<file path="src/rtl/microseq_next_state_pkg.sv">
// Shared definitions for the microprogram sequencer: next-state op encodings,
// default address width and the fetch restart address.
package microseq_next_state_pkg;

  typedef logic [2:0] ns_op_t;

  localparam ns_op_t NS_INC   = 3'b000;
  localparam ns_op_t NS_JUMP  = 3'b001;
  localparam ns_op_t NS_DISP  = 3'b010;
  localparam ns_op_t NS_CJUMP = 3'b011;
  localparam ns_op_t NS_CALL  = 3'b100;
  localparam ns_op_t NS_RET   = 3'b101;
  localparam ns_op_t NS_CWAIT = 3'b110;
  localparam ns_op_t NS_ZERO  = 3'b111;

  localparam int AW_DEFAULT = 8;
  localparam int RESET_ADDR = 0;

endpackage

</file>
<file path="src/rtl/microseq_next_state_if.sv">
// Sequencer bus: control word / decoder inputs in, ROM address and stack flags out.
interface microseq_next_state_if #(
  parameter int AW = 8
);
  import microseq_next_state_pkg::*;

  ns_op_t          ns_op;
  logic [AW-1:0]   cr_addr;
  logic [AW-1:0]   dec_addr;
  logic            cond;
  logic            hold;
  logic [AW-1:0]   state;
  logic [AW-1:0]   inc_q;
  logic            stk_ovf;
  logic            stk_unf;

  modport master (
    output ns_op, cr_addr, dec_addr, cond, hold,
    input  state, inc_q, stk_ovf, stk_unf
  );

  modport slave (
    input  ns_op, cr_addr, dec_addr, cond, hold,
    output state, inc_q, stk_ovf, stk_unf
  );
endinterface

</file>
<file path="src/rtl/microseq_next_state_ret_stack.sv">
// Return-address LIFO for microsubroutine calls; top entry is read combinationally.
module micro_ret_stack #(
  parameter int AW          = 8,
  parameter int STACK_DEPTH = 4
) (
  input  logic          CLK,
  input  logic          RESET,
  input  logic          push,
  input  logic          pop,
  input  logic [AW-1:0] din,
  output logic [AW-1:0] dout,
  output logic          full,
  output logic          empty
);
  localparam int SPW = $clog2(STACK_DEPTH);

  logic [AW-1:0]  r_mem [STACK_DEPTH];
  logic [SPW:0]   r_sp;
  logic [SPW-1:0] w_top;

  // Low bits wrap to the last slot when full, which is exactly entry sp-1.
  assign w_top = r_sp[SPW-1:0] - SPW'(1);
  assign dout  = r_mem[w_top];
  assign full  = (r_sp == (SPW+1)'(STACK_DEPTH));
  assign empty = (r_sp == '0);

  always_ff @(posedge CLK) begin
    if (RESET) begin
      r_sp <= '0;
    end else if (push && !full) begin
      r_sp <= r_sp + (SPW+1)'(1);
    end else if (pop && !empty) begin
      r_sp <= r_sp - (SPW+1)'(1);
    end
  end

  always_ff @(posedge CLK) begin
    if (push && !full && !RESET) begin
      r_mem[r_sp[SPW-1:0]] <= din;
    end
  end
endmodule

</file>
<file path="src/rtl/microseq_next_state.sv">
// Microprogram sequencer: selects and registers the next control state each cycle,
// keeping state+1 in a companion register and subroutine returns on a small stack.
module microseq_next_state
  import microseq_next_state_pkg::*;
#(
  parameter int AW          = AW_DEFAULT,
  parameter int STACK_DEPTH = 4
) (
  input  logic                  CLK,
  input  logic                  RESET,
  microseq_next_state_if.slave  bus
);
  logic [AW-1:0] r_state;
  logic [AW-1:0] r_inc_q;
  logic          r_stk_ovf;
  logic          r_stk_unf;

  logic [AW-1:0] w_ns;
  logic          w_push;
  logic          w_pop;
  logic          w_ovf_set;
  logic          w_unf_set;
  logic [AW-1:0] w_stk_top;
  logic          w_stk_full;
  logic          w_stk_empty;

  micro_ret_stack #(
    .AW          (AW),
    .STACK_DEPTH (STACK_DEPTH)
  ) u_ret_stack (
    .CLK   (CLK),
    .RESET (RESET),
    .push  (w_push && !bus.hold),
    .pop   (w_pop && !bus.hold),
    .din   (r_inc_q),
    .dout  (w_stk_top),
    .full  (w_stk_full),
    .empty (w_stk_empty)
  );

  always_comb begin
    w_ns      = r_inc_q;
    w_push    = 1'b0;
    w_pop     = 1'b0;
    w_ovf_set = 1'b0;
    w_unf_set = 1'b0;
    case (bus.ns_op)
      NS_INC:   w_ns = r_inc_q;
      NS_JUMP:  w_ns = bus.cr_addr;
      NS_DISP:  w_ns = bus.dec_addr;
      NS_CJUMP: w_ns = bus.cond ? bus.cr_addr : r_inc_q;
      NS_CALL: begin
        w_ns = bus.cr_addr;
        // A full stack still takes the jump; the lost return is flagged instead.
        if (w_stk_full) w_ovf_set = 1'b1;
        else            w_push    = 1'b1;
      end
      NS_RET: begin
        if (w_stk_empty) begin
          w_ns      = AW'(RESET_ADDR);
          w_unf_set = 1'b1;
        end else begin
          w_ns  = w_stk_top;
          w_pop = 1'b1;
        end
      end
      NS_CWAIT: w_ns = bus.cond ? r_inc_q : r_state;
      NS_ZERO:  w_ns = AW'(RESET_ADDR);
      default:  w_ns = r_inc_q;
    endcase
  end

  always_ff @(posedge CLK) begin
    if (RESET) begin
      r_state   <= AW'(RESET_ADDR);
      r_inc_q   <= AW'(RESET_ADDR) + AW'(1);
      r_stk_ovf <= 1'b0;
      r_stk_unf <= 1'b0;
    end else if (!bus.hold) begin
      r_state   <= w_ns;
      r_inc_q   <= w_ns + AW'(1);
      r_stk_ovf <= r_stk_ovf | w_ovf_set;
      r_stk_unf <= r_stk_unf | w_unf_set;
    end
  end

  assign bus.state   = r_state;
  assign bus.inc_q   = r_inc_q;
  assign bus.stk_ovf = r_stk_ovf;
  assign bus.stk_unf = r_stk_unf;
endmodule
</file>
<file path="src/flat_wrapper.sv">
// flat-port wrapper written by rule: the top's interface ports become plain ports
module microseq_next_state_flat import microseq_next_state_pkg::*;
#(
  parameter int AW          = AW_DEFAULT,
  parameter int STACK_DEPTH = 4
)
  (CLK, RESET, bus_ns_op, bus_cr_addr, bus_dec_addr, bus_cond, bus_hold, bus_state, bus_inc_q, bus_stk_ovf, bus_stk_unf);
  microseq_next_state_if #(.AW(AW)) bus_i ();
  input  logic CLK;
  input  logic RESET;
  input wire logic [$bits(bus_i.ns_op)-1:0] bus_ns_op;
  input wire logic [$bits(bus_i.cr_addr)-1:0] bus_cr_addr;
  input wire logic [$bits(bus_i.dec_addr)-1:0] bus_dec_addr;
  input wire logic [$bits(bus_i.cond)-1:0] bus_cond;
  input wire logic [$bits(bus_i.hold)-1:0] bus_hold;
  output wire logic [$bits(bus_i.state)-1:0] bus_state;
  output wire logic [$bits(bus_i.inc_q)-1:0] bus_inc_q;
  output wire logic [$bits(bus_i.stk_ovf)-1:0] bus_stk_ovf;
  output wire logic [$bits(bus_i.stk_unf)-1:0] bus_stk_unf;
  assign bus_i.ns_op = bus_ns_op;
  assign bus_i.cr_addr = bus_cr_addr;
  assign bus_i.dec_addr = bus_dec_addr;
  assign bus_i.cond = bus_cond;
  assign bus_i.hold = bus_hold;
  assign bus_state = bus_i.state;
  assign bus_inc_q = bus_i.inc_q;
  assign bus_stk_ovf = bus_i.stk_ovf;
  assign bus_stk_unf = bus_i.stk_unf;
  microseq_next_state #(.AW(AW), .STACK_DEPTH(STACK_DEPTH)) u_core (.CLK(CLK), .RESET(RESET), .bus(bus_i));
endmodule
</file>
<file path="config.mk">
export PLATFORM = sky130hd
export DESIGN_NAME = microseq_next_state_flat
export DESIGN_NICKNAME = d
export VERILOG_FILES = /design/src/rtl/microseq_next_state_pkg.sv /design/src/rtl/microseq_next_state_if.sv /design/src/rtl/microseq_next_state_ret_stack.sv /design/src/rtl/microseq_next_state.sv /design/src/flat_wrapper.sv
export SDC_FILE = /design/constraint.sdc
export NUM_CORES = 1
export LEC_CHECK = 0
export CORE_MARGIN = 1.5
export CORE_UTILIZATION = 49
export DETAILED_ROUTE_END_ITERATION = 10
export PLACE_DENSITY = 0.79
export SETUP_SLACK_MARGIN = 0.3
export SYNTH_ARGS = -nofsm -noshare
export SYNTH_HDL_FRONTEND = slang
export SYNTH_SLANG_ARGS = --single-unit
</file>
<file path="constraint.sdc">
create_clock -name CLK -period 2.67 [get_ports CLK]
set_input_delay 0.4005 -clock CLK [delete_from_list [all_inputs] [get_ports CLK]]
set_output_delay 0.4005 -clock CLK [all_outputs]
set_load 0.02 [all_outputs]
</file>
Word-level counts from Yosys, hierarchy flattened
Memory sizes are Yosys's and may differ from the RTL's. Cells that the tools add are included.

Memory bits (writable): 32. Input bits: 23. Logic and storage cells: 49. Memories kept: 1. Flip-flop bits (word level): 21.

Memories: u_core.u_ret_stack.r_mem (words 4, bits a word 8, rd ports 1, clocked after memory_dff 0, wr ports 1, RTL line microseq_next_state_ret_stack.sv:17) `logic [AW-1:0] r_mem [STACK_DEPTH];`.

Multiplexer cells: 16. Add/subtract/negate cells: 4. Bitwise gates (word level): 2. Reductions and logical operators: 13. Eq/ne operators: 8.

Operators with widths (count): 8-bit case mux with 7 select lines (1); 8-bit two-way mux (3); 3-bit == test (second input constant) (5); 1-bit two-way mux (10); 8-bit by 1-bit adder with 8-bit output (second input constant) (1); 3-bit by 2-bit == test with 1-bit output (second input constant) (2); 3-bit logical NOT (2); 3-bit two-way mux (2); 1-bit logical AND (5); 1-bit logical NOT (4); 3-bit by 1-bit adder with 3-bit output (second input constant) (1); 3-bit by 1-bit == test with 1-bit output (second input constant) (1); 3-bit by 1-bit subtractor with 3-bit output (second input constant) (1); 1-bit OR (2); 2-bit nonzero test (1); 2-bit OR reduction (1); 2-bit by 1-bit subtractor with 2-bit output (second input constant) (1).

Depth between registers and ports, before layout
Gate-level depths: netlist (run 1).

Depth in word-level cells: 8. Gate-level depth with buffers: 13.

By module
A second synthesis (run 1) with hierarchy kept.

Cells, all modules: 281. Area total of the unflattened synthesis: 3119.2 sq um.

By module, submodules not included: microseq_next_state (instances 1, area each 1634.1 sq um, sequential area each 360.3 sq um, cells each 203); micro_ret_stack (instances 1, area each 1485.2 sq um, sequential area each 1021.0 sq um, cells each 78).

Worst setup path before layout (run 1)
Ideal clock, no wire load.

Path type: reg2reg. Start point: register u_core.u_ret_stack.r_sp[0]. End point: register u_core.r_inc_q[4], in the netlist u_core.bus.inc_q[4]. Clock period less this slack: 2831 ps. Path buffers: 2. Data required time: 2543 ps. Cell stages (with the launch flop): 13. Path slack: -161 ps. Arrival: 2704 ps. Setup time: 127 ps. Cells stage by stage: dfxtp_1 -> buf_6 -> inv_1 -> ha_1 -> clkbuf_1 -> mux4_1 -> a221oi_1 -> o21ai_0 -> o21a_1 -> ha_1 -> nand3b_1 -> nor3_1 -> or3_1.

Cells in the longest elaborated chain, start to end: 5. Elaborated cells between the ends (all ways): 6.

Ends and longest elaborated chain: from (decl) (RTL line microseq_next_state_ret_stack.sv:18) `logic [SPW:0] r_sp;`; from (signal assigned) (RTL line microseq_next_state_ret_stack.sv:31) `r_sp <= r_sp + (SPW+1)'(1);`; from (signal assigned) (RTL line microseq_next_state_ret_stack.sv:33) `r_sp <= r_sp - (SPW+1)'(1);`; 2-bit by 1-bit subtractor with 2-bit output (RTL line microseq_next_state_ret_stack.sv:22) `assign w_top = r_sp[SPW-1:0] - SPW'(1);`; via u_core.u_ret_stack.w_top[0] (RTL line microseq_next_state_ret_stack.sv:19) `logic [SPW-1:0] w_top;`; memory 4 x 8 bit; 8-bit two-way mux (RTL line microseq_next_state.sv:59) `if (w_stk_empty) begin`; 8-bit case mux with 7 select lines (RTL line microseq_next_state.sv:47) `case (bus.ns_op)`; via u_core.w_ns[1] (RTL line microseq_next_state.sv:18) `logic [AW-1:0] w_ns;`; 8-bit by 1-bit adder with 8-bit output (RTL line microseq_next_state.sv:81) `r_inc_q <= w_ns + AW'(1);`; to (signal assigned) (RTL line microseq_next_state.sv:76) `r_inc_q <= AW'(RESET_ADDR) + AW'(1);`; to (signal assigned) (RTL line microseq_next_state.sv:81); to (decl) (RTL line microseq_next_state.sv:14) `logic [AW-1:0] r_inc_q;`.

The timed path passes the listed nets, and every way through them passes these cells. A chain may end at the register's enable or synchronous reset.

Worst setup path after layout (run 1)
Start point: register u_core.u_ret_stack.r_sp[0]. End point: register u_core.r_inc_q[5], in the netlist u_core.bus.inc_q[5].

Cells in the longest elaborated chain, start to end: 5. Elaborated cells between the ends (all ways): 6.

Ends and longest elaborated chain (RTL line): 2-bit by 1-bit subtractor with 2-bit output (microseq_next_state_ret_stack.sv:22); via u_core.u_ret_stack.w_top[0] (microseq_next_state_ret_stack.sv:19); memory 4 x 8 bit; 8-bit two-way mux (microseq_next_state.sv:59); 8-bit case mux with 7 select lines (microseq_next_state.sv:47); 8-bit by 1-bit adder with 8-bit output (microseq_next_state.sv:81).

The timed path passes the listed nets, and every way through them passes these cells.

==> impl_metrics.yaml, run 1 <==
status:
  status: "finished clean"
routing:
  drtIter0Drc: 198
  drt_wl_total_mm: 7.417
  viasPerCell: 5.945
  highest_layer: "met4"
  vias: 2485
  dr_wl_met3_um: 702
  drtAntennaViolNets: 0
  drtPass1Iterations: 5
  wl_met1_mm: 3.089
  dr_wl_met2_mm: 3.346
  drc_errors: 0
  wl_per_cell_um: 17.74
yosys:
  syn_inst: 249
  syn_area_um2: 2776
  ys_types: 57
  synth_area_leaders: "edfxtp_1 35%, dfxtp_1 15%, mux4_1 6.6%, nor2_1 3.8%, mux2i_1 3.2%"
  synth-seq-cells: 53
  synth_top_cell_by_area: "edfxtp_1"
  ys_async_sr_fraction_pct: 0
  synth_ff_type: "edfxtp_1"
  synth_top_area_share_pct: 34.61
  yosys_warnings: 0
  seq_area_frac_synth_pct: 49.75
  synth_edf_count: 32
  syn_nets: 278
  syn_area_per_cell_um2: 11.15
timing:
  holdWs_ns: 0.4737
  finalSetupViolations: 0
  skew_ns: 0.007920
  grt_setup_unrepaired: "yes"
  worst_slack_ns: 0.2703
  timing.fmax_mhz: 416.7
  period_share_pct: 89.87
  relSlewSlack_pct: 67.61
  tightest_slew_ns: 0.4815
  min_period_ns: 2.400
  slew_viol_final: 0
  hold_viol: 0
cells_and_area:
  syn2layout_area_growth_pct: 38.85
  stdcell_count: 418
  diodes: 0
  final_nets: 374
  drive_gt1_share_pct: 26.01
  final_common_cell: "buf_4"
  final_cell_mix: "58 x buf_4, 36 x clkdlybuf4s50_1, 32 x edfxtp_1"
critical_path:
  crit_path_max_fanout: 5
  worstSetupPathType: "flip-flop to flip-flop"
  crit_required_ns: 2.85
  arrival_ns: 2.58
  cp-start-kind: "flip-flop"
  crit_path_end_kind: "flip-flop"
  rrSetupSlack_ns: 0.27
power:
  cellPowerDensity_nw_per_um2: 463.7
  cellLeakagePower_nw: 1.462
  ir_drop_mv: 0.3698
  report.power.total_mw: 1.787
clocking:
  root_buffer: "clkbuf_8"
  cts_buffer_depth: 2
  cts_buffers: 5
  clkLatencyLatePin_ns: 0.31
  cts_htree_levels: 2
  postCtsHoldBufs: 0
  cts_sinks: 53
  cts_tree: "built"
  clk_pin_slew_worst_paths_ns: 0.10
floorplan:
  die_h_um: 78.28
  core_um2: 5473
  initial_core_util_pct: 50.73
  num_rows: 27
  dieArea_um2: 6127
  die_width_um: 78.28
  io_pins: 41
global_routing:
  grt_pass1_wl_mm: 11.65
  grt.overflow.total: 0
  gr-usage-all-layers_pct: 25.38
  grt_pass1_vias: 2321
  grt_max_degree: 26
  antenna_found_initial: 0
place:
  placed_cells: 401
  place_congestion: 0.9041
  pre_cts_slack_ns: -0.3294
  hpwlAfterDp_mm: 5.443
  port_buffers: 40
worst_hold_path:
  hold_path.class: "flip-flop to flip-flop"
run:
  cap_violations: 0
==> layer usage <==
| layer | global-route usage, % | vias up |
|---|---|---|
| met4 | 11.61 | 0 |
| met1 | 35.18 | 1178 |
| met3 | 4.419 | 28 |
| met2 | 38.96 | 144 |
| li1 | - | 1135 |
| met5 | 0 | - |
==> per-stage QoR <==
step | area (um^2) | util, % | TNS [ns]
floorplan | 2815 | - | 0
global placement | 3651 | 66.71 | -0.5815
detailed placement | 3651 | 66.71 | -1.141
CTS | 3827 | 69.94 | 0
global route | 3855 | 70.44 | 0
finish | 3855 | 70.44 | 0
==> final timing paths <==
| kind | depth (start not counted) | start | end |
|---|---|---|---|
| setup reg to reg | 11 | u_core.u_ret_stack.r_sp[0]$_SDFFE_PP0P_ | u_core.bus.inc_q[5]$_SDFFE_PP0N_ |
| setup / recovery | 11 | u_core.u_ret_stack.r_sp[0]$_SDFFE_PP0P_ | u_core.bus.inc_q[5]$_SDFFE_PP0N_ |
| hold / removal | 2 | u_core.bus.state[0]$_SDFFE_PP0N_ | u_core.bus.state[0]$_SDFFE_PP0N_ |
| hold reg to reg | 2 | u_core.bus.state[0]$_SDFFE_PP0N_ | u_core.bus.state[0]$_SDFFE_PP0N_ |
==> power by group <==
part           total, mW  switching, mW  internal [mW]  leakage (nW)
combinational      0.413          0.199          0.215         0.956
sequential         0.914         0.0239          0.891         0.463
clock              0.460          0.274          0.185        0.0422
==> worst max-delay path, cell delays in order, from the launching register on <==
cell and delay [ns]:
dfxtp_4 0.38, inv_4 0.04, ha_4 0.30, buf_4 0.11
mux4_1 0.27, and3_1 0.21, a211oi_2 0.26, o22ai_2 0.14
o2111ai_2 0.15, buf_4 0.17, nand4bb_1 0.12, o221ai_1 0.12
==> synthesized netlist by cell type, types with 2 or more instances <==
master / instances
mux4_1: 7
and2_1: 6
clkbuf_1: 7
and3b_1: 2
nor3_1: 6
buf_1: 2
ha_1: 5
inv_1: 6
o21ai_0: 11
edfxtp_1: 32
nand3b_1: 2
a21oi_1: 10
o2bb2ai_1: 5
nor2_1: 28
nand2b_1: 4
o21a_1: 3
a221o_1: 2
a211oi_2: 2
nand2_1: 20
buf_2: 2
a22o_1: 3
buf_4: 2
nand3_1: 4
and3_1: 3
dfxtp_1: 21
o22ai_1: 3
a2111oi_0: 2
a32o_1: 3
nor4_1: 2
a221oi_1: 2
or3_1: 3
xnor2_1: 3
a2bb2oi_1: 3
or2_2: 2
mux2i_1: 9
==> what timing repair did <==
| action | CTS | global route |
|---|---|---|
| endpoints found under the setup margin | 7 | 5 |
| cloned | 0 | 0 |
| gates resized for setup | 14 | 3 |
| pin swaps | 4 | 2 |
| setup buffers | 7 | 2 |
==> flip-flops by register name, indices dropped and copies added (netlist names) <==
register / count
u_core.bus.state: 8
u_core.u_ret_stack.r_mem: 32
u_core.u_ret_stack.r_sp: 3
u_core.bus.stk_ovf: 1
u_core.bus.stk_unf: 1
u_core.bus.inc_q: 8
==> cell families (layout without fill, tap and decap cells) <==
logic type      count (synthesis)  count (layout)  share of synthesized area [%]
compound gates                 61              61                          16.45
xor+xnor                        4               4                          1.262
fa+ha+maj                       6               6                          2.974
buf+inv                        21             118                          3.470
flops                          53              53                          49.75
mux                            17              17                          10.68
simple gates                   87              87                          15.41
==> layout make-up <==
type | instances | area, um^2
Inverter | 7 | 28.78
Clock inverter | 3 | 20.02
Sequential cell | 53 | 1386
Clock buffer | 5 | 68.82
Fill cell | 411 | 1618
Tap cell | 72 | 90.09
Timing Repair Buffer | 103 | 904.6
Multi-Input combinational cell | 175 | 1356
(Power assumes the default switching activity.)
==> inputs of run 2 (changes only) <==
ABC_AREA = 1   (was default)
==> run 2 against run 1 <==
Synthesized cell count increased by 48%. Critical endpoint is now u_core.bus.inc_q[4]$_SDFFE_PP0N_. Register-to-register slack improved by 0.27 ns. Via count increased by 2.9%. Worst setup slack improved by 0.17 ns. Cell count increased by 18%. Highest routed layer unchanged.
==> impl_metrics.yaml, run 2 <==
yosys:
  ys_async_sr_fraction_pct: 0
  synthTopCellsByCount: "101 x nand2_1, 47 x nor2_1, 41 x inv_1"
  synth_compound_area_share_pct: 10.85
  synthXorXnorAreaFrac_pct: 0
  yosys.area_share.adder_pct: 2.923
  synth_top_area_share_pct: 34.01
  synth_simple_gate_area_share_pct: 29.45
  ys_types: 27
  syn_area_per_cell_um2: 7.656
  synth_top_cell_by_area: "edfxtp_1"
  syn_nets: 398
  yosysMostFrequentCell: "nand2_1"
  seq_area_frac_synth_pct: 48.89
  synthMuxAreaShare_pct: 0
  synth-seq-cells: 53
  synth_area_leaders: "edfxtp_1 34%, dfxtp_1 15%, nand2_1 13%, nor2_1 6.2%, o21ai_0 5.8%"
  yosys_warnings: 0
  syn_area_um2: 2825
  synth_edf_count: 32
  syn_inst: 369
  synth_ff_type: "edfxtp_1"
  synth_top_family_by_area: "simple AND/OR/NAND/NOR gates"
timing:
  slew_viol_final: 0
  tightest_slew_ns: 0.3864
  skew_ns: 0.006168
  hold_viol: 0
  timing.fmax_mhz: 447.5
  finalSetupViolations: 0
  tns_ns: 0
  period_share_pct: 83.69
  grt_setup_unrepaired: "no"
  relSlewSlack_pct: 74.24
  min_period_ns: 2.234
  holdWs_ns: 0.4968
critical_path:
  path_delay_family: "simple AND/OR/NAND/NOR gates"
  slowest_stage: "clkdlybuf4s50_1"
  slowest_delay_ns: 0.50
  rrSetupSlack_ns: 0.54
  worstReg2RegEnd: "u_core.bus.inc_q[4]$_SDFFE_PP0N_"
  arrival_ns: 2.45
  crit_path_end_kind: "flip-flop"
  timing.critical_path.depth: 18
  cp-start-kind: "input port"
  crit_path_max_fanout: 5
  path_buf_inv: 5
  cp_cell_sequence: "clkdlybuf4s50_1 > inv_1 > nand2_1 > nor2_4 > nand2_1 > nand2_1 > inv_1 > nand2_1 > nor2_1 > nor2_4 > ha_1 > inv_1 > nor2_4 > nand2_1 > nand3_1 > nand3_1 > nand2_1 > inv_1"
  worstSetupPathType: "input port to flip-flop"
  crit_top_cell: "nand2_1"
  crit_required_ns: 2.89
  reg2reg_from: "u_core.u_ret_stack.r_sp[1]$_SDFFE_PP0P_"
  r2r_cells: 17
cells_and_area:
  largest_reg_flops: 32
  nFillCells: 472
  multi_input_area_um2: 1274
  diodes: 0
  final_nets: 451
  final_common_cell: "nand2_1"
  drive_gt1_share_pct: 11.58
  final_cell_mix: "98 x nand2_1, 46 x nor2_1, 39 x inv_1"
  syn2layout_area_growth_pct: 25.95
  fin_util_pct: 64.23
  seq_area_um2: 1386
  stdcell_count: 495
global_routing:
  antenna_found_initial: 0
  grt_max_degree: 21
  grt_pass1_vias: 2342
  grt.overflow.total: 0
  grt_pass1_wl_mm: 11.08
  gr-usage-all-layers_pct: 23.35
routing:
  highest_layer: "met4"
  dr_wl_met3_um: 373
  drtPass1Iterations: 4
  wl_per_cell_um: 14.12
  viasPerCell: 5.168
  wl_met1_mm: 3.010
  vias: 2558
  dr_wl_met2_mm: 3.513
  drc_errors: 0
  drt_wl_total_mm: 6.988
  drtIter0Drc: 171
  drtAntennaViolNets: 0
place:
  place_congestion: 1.028
  hpwlAfterDp_mm: 5.169
  placed_cells: 487
  port_buffers: 40
clocking:
  root_buffer: "clkbuf_8"
  cts_tree: "built"
  post_cts_buffers: 0
  clk_pin_slew_worst_paths_ns: 0.10
  cts_sinks: 53
  cts_htree_levels: 2
  clkLatencyLatePin_ns: 0.31
  cts_buffer_depth: 2
  cts_buffers: 5
floorplan:
  die_h_um: 78.93
  die_width_um: 78.93
  num_rows: 27
  dieArea_um2: 6230
  initial_core_util_pct: 50.99
  io_pins: 41
  core_um2: 5540
power:
  ir_drop_mv: 0.2886
  cellLeakagePower_nw: 1.562
  cellPowerDensity_nw_per_um2: 507.5
worst_hold_path:
  hold_path.class: "flip-flop to flip-flop"
  holdPathEnd: "u_core.bus.stk_unf$_SDFFE_PP0N_"
  hp-start: "u_core.bus.stk_unf$_SDFFE_PP0N_"
  worstHoldPathCells: 2
status:
  status: "finished clean"
run:
  cap_violations: 0
==> run 2: changes by cell type in the layout (fill, tap and decap cells not counted), sizes merged, moves of 8 or more <==
cell / delta
o21ai: +22
mux4: -8
nand3: +22
nor2: +27
a21oi: +11
inv: +36
mux2i: -9
buf: -47
nand2: +84
==> run 2: metal layers <==
metal  global-route usage (%)  up-vias
li1                         -     1300
met1                    29.78     1185
met2                    41.12       65
met3                    3.563        8
met4                    6.667        0
met5                        0        -
==> run 2: timing repair <==
| action | CTS | global route |
|---|---|---|
| pin swaps | 0 | 3 |
| endpoints found under the setup margin | 6 | 8 |
| resized for setup | 3 | 15 |
| hold buffers | 0 | 0 |
| cloned | 0 | 0 |
==> run 2: area by class of cell <==
cell class | instances | area share (%)
clock inverters | 2 | 1.090
inverters | 45 | 4.747
flip-flops and latches | 53 | 38.96
well taps | 72 | 2.532
multi-input cells | 261 | 35.79
repair buffers | 56 | 14.84
clock buffers | 6 | 2.039
==> run 2: stage by stage <==
| stage | worst slack [ns] | power, mW | instance area, um^2 |
|---|---|---|---|
| after floorplan | 0.3408 | 1.122 | 2829 |
| after global placement | 0.09262 | 1.251 | 3383 |
| after detailed placement | -0.04726 | 1.258 | 3383 |
| after CTS | 0.3171 | 1.802 | 3505 |
| after global routing | 0.2538 | 1.880 | 3558 |
| final | 0.4355 | 1.806 | 3558 |
==> run 2: kinds of logic after synthesis <==
group,after synthesis
adders and majority gates,6
AOI/OAI and AO/OA,59
DFF,53
buffers and inverters,55
and+or+nand+nor,196
==> run 2: how the worst max path moves through the flow <==
stage                                       startpoint                                      end  slack [ns]
2_1_floorplan  u_core.u_ret_stack.r_sp[0]$_SDFFE_PP0P_         u_core.bus.inc_q[6]$_SDFFE_PP0N_        0.34
3_3_place_gp                              bus_ns_op[1]  u_core.u_ret_stack.r_sp[2]$_SDFFE_PP0P_        0.09
3_5_place_dp                              bus_ns_op[1]  u_core.u_ret_stack.r_sp[2]$_SDFFE_PP0P_       -0.05
4_1_cts        u_core.u_ret_stack.r_sp[1]$_SDFFE_PP0P_         u_core.bus.inc_q[2]$_SDFFE_PP0N_        0.32
5_1_grt                                   bus_ns_op[0]  u_core.u_ret_stack.r_sp[2]$_SDFFE_PP0P_        0.25
6_report                                  bus_ns_op[0]         u_core.bus.inc_q[4]$_SDFFE_PP0N_        0.44
==> run 2: worst reg2reg max path: stages (launching register included) <==
cell	delay [ns]
dfxtp_4	0.39
inv_2	0.06
ha_4	0.28
inv_2	0.13
nand3_1	0.11
nand2_1	0.09
nand2_1	0.05
nand3_1	0.09
nand2_1	0.08
clkinv_1	0.07
ha_1	0.16
inv_1	0.07
nor2_4	0.14
nand2_1	0.07
nand3_1	0.07
nand3_1	0.07
nand2_1	0.07
inv_1	0.04
==> run 2: where the power goes <==
group	internal [mW]	switching (mW)
clock	0.282	0.270
sequential	0.892	0.0306
combinational	0.137	0.195
